$ cat config.mk
export PLATFORM = sky130hd
export DESIGN_NAME = aes_byte_io_flat
export DESIGN_NICKNAME = d
export VERILOG_FILES = /design/src/rtl/aes_byte_io_if.sv /design/src/rtl/aes_byte_io.sv /design/src/flat_wrapper.sv
export SDC_FILE = /design/constraint.sdc
export NUM_CORES = 1
export LEC_CHECK = 0
export CELL_PAD_IN_SITES_DETAIL_PLACEMENT = 1
export CELL_PAD_IN_SITES_GLOBAL_PLACEMENT = 1
export CORE_MARGIN = 2
export CORE_UTILIZATION = 42
export CTS_CLUSTER_SIZE = 24
export DETAILED_ROUTE_END_ITERATION = 7
export GPL_TIMING_DRIVEN = 1
export PLACE_DENSITY_LB_ADDON = 0.08
export SLEW_MARGIN = 10
export SYNTH_ARGS = -nofsm -noshare
export SYNTH_HDL_FRONTEND = slang
export SYNTH_SLANG_ARGS = --single-unit
$ cat constraint.sdc
create_clock -name clk -period 5.27 [get_ports clk]
set_clock_uncertainty 0.1 [all_clocks]
set_input_delay 0.7905 -clock clk [delete_from_list [all_inputs] [get_ports clk]]
set_output_delay 0.7905 -clock clk [all_outputs]
set_load 0.05 [all_outputs]
$ cat src/rtl/aes_byte_io_if.sv
// Pin-side byte bus of aes_byte_io: load bytes and start in, result bytes and status out.
// The master modport is the host that loads and drains; the slave modport is aes_byte_io.
interface aes_byte_io_if;
  logic [7:0] byte_in;
  logic       byte_valid;
  logic       sel_key;
  logic       start;
  logic [7:0] byte_out;
  logic       byte_out_valid;
  logic       byte_out_ready;
  logic       busy;
  logic       done;

  modport master (
    output byte_in,
    output byte_valid,
    output sel_key,
    output start,
    output byte_out_ready,
    input  byte_out,
    input  byte_out_valid,
    input  busy,
    input  done
  );

  modport slave (
    input  byte_in,
    input  byte_valid,
    input  sel_key,
    input  start,
    input  byte_out_ready,
    output byte_out,
    output byte_out_valid,
    output busy,
    output done
  );
endinterface

$ cat src/rtl/aes_byte_io.sv
// Byte-serial load/unload wrapper for the combinational AES-128 encrypt core.
// Define AES_KEY_SINGLE_USE_EN to clear the key after every block (fresh key per block).
module aes_byte_io #(
  parameter int BLOCK_BYTES = 16,
  parameter int LAT_CYCLES  = 1
) (
  input  logic         clk,
  input  logic         rst_n,
  input  logic         ena,
  aes_byte_io_if.slave bus,
  output logic [127:0] key_out,
  output logic [127:0] text_out,
  input  logic [127:0] core_result
);

  // state | meaning
  // IDLE  | accept key/plaintext bytes; launch once both registers hold 16 bytes
  // WAIT  | core inputs stable; count down core latency, then capture result
  // SHIFT | present result MSB byte first, advance on each accepted byte
  typedef enum logic [1:0] {
    S_IDLE,
    S_WAIT,
    S_SHIFT
  } state_t;

  localparam logic [4:0] FULL_CNT  = 5'(BLOCK_BYTES);
  localparam logic [3:0] LAST_OUT  = 4'(BLOCK_BYTES - 1);
  localparam logic [3:0] WAIT_LOAD = 4'(LAT_CYCLES - 1);

  state_t       state;
  logic [127:0] result_reg;
  logic [4:0]   key_cnt;
  logic [4:0]   text_cnt;
  logic [3:0]   out_cnt;
  logic [3:0]   wait_cnt;
  logic         byte_out_valid_r;
  logic         busy_r;
  logic         done_r;
  logic         key_full;
  logic         text_full;
  logic         accept;

  assign key_full  = (key_cnt == FULL_CNT);
  assign text_full = (text_cnt == FULL_CNT);
  assign accept    = byte_out_valid_r && bus.byte_out_ready;

  assign bus.byte_out       = result_reg[127:120];
  assign bus.byte_out_valid = byte_out_valid_r;
  assign bus.busy           = busy_r;
  assign bus.done           = done_r;

  always_ff @(posedge clk or negedge rst_n) begin
    if (!rst_n) begin
      state            <= S_IDLE;
      key_out          <= '0;
      text_out         <= '0;
      result_reg       <= '0;
      key_cnt          <= '0;
      text_cnt         <= '0;
      out_cnt          <= '0;
      wait_cnt         <= '0;
      byte_out_valid_r <= 1'b0;
      busy_r           <= 1'b0;
      done_r           <= 1'b0;
    end else if (ena) begin
      done_r <= 1'b0;
      unique case (state)
        S_IDLE: begin
          // Launch wins over a byte arriving in the same cycle.
          if (bus.start && key_full && text_full) begin
            state    <= S_WAIT;
            busy_r   <= 1'b1;
            wait_cnt <= WAIT_LOAD;
          end else if (bus.byte_valid) begin
            if (bus.sel_key) begin
              if (!key_full) begin
                key_out <= {key_out[119:0], bus.byte_in};
                key_cnt <= key_cnt + 5'd1;
              end
            end else if (!text_full) begin
              text_out <= {text_out[119:0], bus.byte_in};
              text_cnt <= text_cnt + 5'd1;
            end
          end
        end

        S_WAIT: begin
          if (wait_cnt == 4'd0) begin
            result_reg       <= core_result;
            out_cnt          <= '0;
            byte_out_valid_r <= 1'b1;
            state            <= S_SHIFT;
          end else begin
            wait_cnt <= wait_cnt - 4'd1;
          end
        end

        S_SHIFT: begin
          if (accept) begin
            result_reg <= {result_reg[119:0], 8'h00};
            if (out_cnt == LAST_OUT) begin
              state            <= S_IDLE;
              byte_out_valid_r <= 1'b0;
              busy_r           <= 1'b0;
              done_r           <= 1'b1;
              text_cnt         <= '0;
`ifdef AES_KEY_SINGLE_USE_EN
              key_out          <= '0;
              key_cnt          <= '0;
`endif
            end else begin
              out_cnt <= out_cnt + 4'd1;
            end
          end
        end

        default: state <= S_IDLE;
      endcase
    end
  end

endmodule

$ cat src/flat_wrapper.sv
// flat-port wrapper written by rule: the top's interface ports become plain ports
module aes_byte_io_flat 
#(
  parameter int BLOCK_BYTES = 16,
  parameter int LAT_CYCLES  = 1
)
  (clk, rst_n, ena, key_out, text_out, core_result, bus_byte_in, bus_byte_valid, bus_sel_key, bus_start, bus_byte_out_ready, bus_byte_out, bus_byte_out_valid, bus_busy, bus_done);
  aes_byte_io_if bus_i ();
  input  logic clk;
  input  logic rst_n;
  input  logic ena;
  output logic [127:0] key_out;
  output logic [127:0] text_out;
  input  logic [127:0] core_result;
  input wire logic [$bits(bus_i.byte_in)-1:0] bus_byte_in;
  input wire logic [$bits(bus_i.byte_valid)-1:0] bus_byte_valid;
  input wire logic [$bits(bus_i.sel_key)-1:0] bus_sel_key;
  input wire logic [$bits(bus_i.start)-1:0] bus_start;
  input wire logic [$bits(bus_i.byte_out_ready)-1:0] bus_byte_out_ready;
  output wire logic [$bits(bus_i.byte_out)-1:0] bus_byte_out;
  output wire logic [$bits(bus_i.byte_out_valid)-1:0] bus_byte_out_valid;
  output wire logic [$bits(bus_i.busy)-1:0] bus_busy;
  output wire logic [$bits(bus_i.done)-1:0] bus_done;
  assign bus_i.byte_in = bus_byte_in;
  assign bus_i.byte_valid = bus_byte_valid;
  assign bus_i.sel_key = bus_sel_key;
  assign bus_i.start = bus_start;
  assign bus_i.byte_out_ready = bus_byte_out_ready;
  assign bus_byte_out = bus_i.byte_out;
  assign bus_byte_out_valid = bus_i.byte_out_valid;
  assign bus_busy = bus_i.busy;
  assign bus_done = bus_i.done;
  aes_byte_io #(.BLOCK_BYTES(BLOCK_BYTES), .LAT_CYCLES(LAT_CYCLES)) u_core (.clk(clk), .rst_n(rst_n), .ena(ena), .bus(bus_i), .key_out(key_out), .text_out(text_out), .core_result(core_result));
endmodule
==> impl_metrics.yaml <==
die:
  die_h_um: 209
  die-area_um2: 43900
  core_area_um2: 41900
  fp-row-count: 75
  die_w_um: 209
  ioPinCount: 410
  start_util_pct: 42.4
drt:
  route.detailed.drc: 0
  detail_route.first_pass.iterations: 4
  vias: 12700
  drt-initial-drc-count: 775
  wirelength_mm: 49.2
  routedWlPerCell_um: 19.1
  final_antenna_net_count: 0
  viasPerCell: 4.93
sta:
  finalHoldViolations: 0
  finalCriticalPeriod_ns: 3.15
  fin_ws_ns: 2.12
  setup_viol: 0
  slew_headroom_pct: 27.6
  slew_violations: 0
  worst_slew_pin_slew_ns: 1.08
  timing.setup.tns_ns: 0
  rsz0062_at_grt: "no"
  fmax_mhz: 318
  fin_crit_sh_pct: 59.8
synth:
  seq_area_frac_synth_pct: 57.4
  avgSynthCellArea_um2: 10.9
  yosysUniqueCellTypes: 50
  synth_nets: 1769
  synth-main-ff-cell: "dfrtp_1"
  synthArstFlopShare_pct: 100
  synth_most_common_cell: "nand2_1"
  yosysWarnings: 0
  synth-compound-area-share_pct: 1.74
  synth_top_area_share_pct: 57.4
  synth_common_cells: "nand2_1 (755), dfrtp_1 (407), mux2_2 (127)"
  synth_area_um2: 17700
  yosys-mux-area-fraction_pct: 18.3
  synth_top_area_cell: "dfrtp_1"
  synth_top_family_by_area: "multiplexers"
  yosys.area_share.xor_xnor_pct: 0.198
  yosys_register_bits: 407
  synthAdderAreaFrac_pct: 0.423
  synth-edff-count: 0
  syn_inst: 1620
  synthSimpleGateAreaFrac_pct: 17.7
  synthTopCellsByArea: "dfrtp_1 (57%), nand2_1 (16%), mux2_4 (9.5%), mux2_2 (8.1%), buf_12 (1.2%)"
power:
  seqPwrFrac_pct: 41.5
  power.leakage_uw: 0.0120
  p_sw_uw: 3220
  total_power_uw: 10300
  p_per_area_nw_per_um2: 437
  comb_power_share_pct: 26.3
  ir_drop_mv: 0.400
  switching_share_pct: 31.1
  p_clk_share_pct: 32.2
  internal_power_uw: 7130
setup_path:
  critPathRequiredTime_ns: 5.69
  end_kind: "flop"
  crit_fanout: 74
  arrival_ns: 3.57
  path_class: "in2reg"
  start_kind: "primary input"
clock_network:
  clkTransAtPathRegs_ns: 0.06
  clock_sinks: 407
  post-cts-setup-buffers: 0
  ctsHtreeMaxLevel: 2
  hold_buffers: 0
  cts_buffers: 46
  ctsResizeCount: 0
  cts_tree: "done"
  root_buffer: "clkbuf_16"
  worst_skew_pair.late_latency_ns: 0.58
  cts_max_path_buffers: 3
worst_hold_path:
  hp-class: "in2async"
global_route:
  grt_start_max_net_pins: 131
  grt_antenna_before_repair: 11
  grt_pass1_wl_mm: 77.8
  grt_pass1_vias: 13800
  grt_overflow_total: 0
  grt_usage_pct: 22.5
status:
  run_status: "finished, final reports clean"
placement:
  place_ws_ns: 1.53
  routabilityCongestion: 0.766
  detailed_place_hpwl_mm: 32.5
  io_buffers: 409
layout:
  syn_to_final_growth_pct: 33.4
  final_nets: 2141
  utilization_pct: 56.5
  final_layout_size_suffix_gt1_share_pct: 16.5
flow_run:
  timing.max_cap.violations: 0
[metal layers]
layer  vias up  global-route usage, %  wire length, um
met5         -                      0               55
met1      6366                   27.8            20400
met4        10                   5.82              882
met2       285                   37.3            23900
li1       5973                      -                -
met3        66                   8.42             3960
[final timing paths]
path | slack [ns] | to | depth (start not counted) | start
worst max-delay path | 2.12 | u_core.key_out[10]$_DFFE_PN0P_ | 6 | ena
worst min-delay path | 0.12 | u_core.key_out[120]$_DFFE_PN0P_ | 1 | rst_n
worst max register to register | 2.28 | u_core.result_reg[23]$_DFFE_PN0P_ | 7 | u_core.wait_cnt[0]$_DFFE_PN0P_
worst min register to register | 0.38 | u_core.key_out[122]$_DFFE_PN0P_ | 2 | u_core.key_out[122]$_DFFE_PN0P_
max in group asynchronous | 3.67 | u_core.key_out[119]$_DFFE_PN0P_ | 2 | rst_n
min in group clk | 0.38 | u_core.key_out[122]$_DFFE_PN0P_ | 2 | u_core.key_out[122]$_DFFE_PN0P_
[per-stage QoR]
step	instances	instance area [um^2]	hold slack, ns
final	2575	23700	0.122
after global routing	2571	23600	0.162
after CTS	2567	23600	0.153
after detailed placement	2483	22100	0.364
after global placement	2483	22100	0.360
after floorplan	1620	17700	0.359
[worst max-delay path, cell delays in order]
cell and delay [ns]:
clkdlybuf4s50_1 0.89, nor2b_1 0.45, and4_4 0.85, buf_12 0.35, nand2_1 0.11, nand2_1 0.08
[cells in the final DEF (no fill, tap or decap), types with 6 or more instances in the layout]
cell type / n
clkdlybuf4s50_1: 408
nand2b_1: 7
inv_1: 12
diode_2: 8
dfrtp_1: 407
a21oi_1: 8
clkbuf_1: 12
mux2_1: 10
a22o_1: 9
buf_12: 9
mux2_2: 127
mux2_4: 112
ha_1: 6
clkbuf_16: 47
nand4_1: 8
clkinv_2: 6
nand2_1: 755
clkbuf_8: 12
o21ai_0: 7
[cells by family after synthesis]
logic type / Yosys count
and+or+nand+nor: 798
DFF: 407
muxes: 252
buffers and inverters: 111
AOI/OAI and AO/OA: 42
adders and majority gates: 6
xor gates and xnor gates: 4
[cell type report]
cell class                 count  area (um^2)
clock buffer                  71         1390
timing repair buffer         423         4320
clock inverter                13          186
multi-input combinational   1102         6840
inverter                      12         45.0
antenna                        8         20.0
sequential                   407        10200
tap                          539          674
fill                        4429        18200
[power by group through the flow]
| stage | sequential, uW | combinational (uW) | clock (uW) |
|---|---|---|---|
| 6_report | 4300 | 2720 | 3330 |
| 5_1_grt | 4400 | 2900 | 3550 |
| 4_1_cts | 4300 | 2760 | 3430 |
| 3_5_place_dp | 4340 | 2730 | 0 |
| 3_3_place_gp | 4300 | 2670 | 0 |
| 2_1_floorplan | 4760 | 1450 | 0 |
No activity file was read; power rests on OpenSTA's default activity.
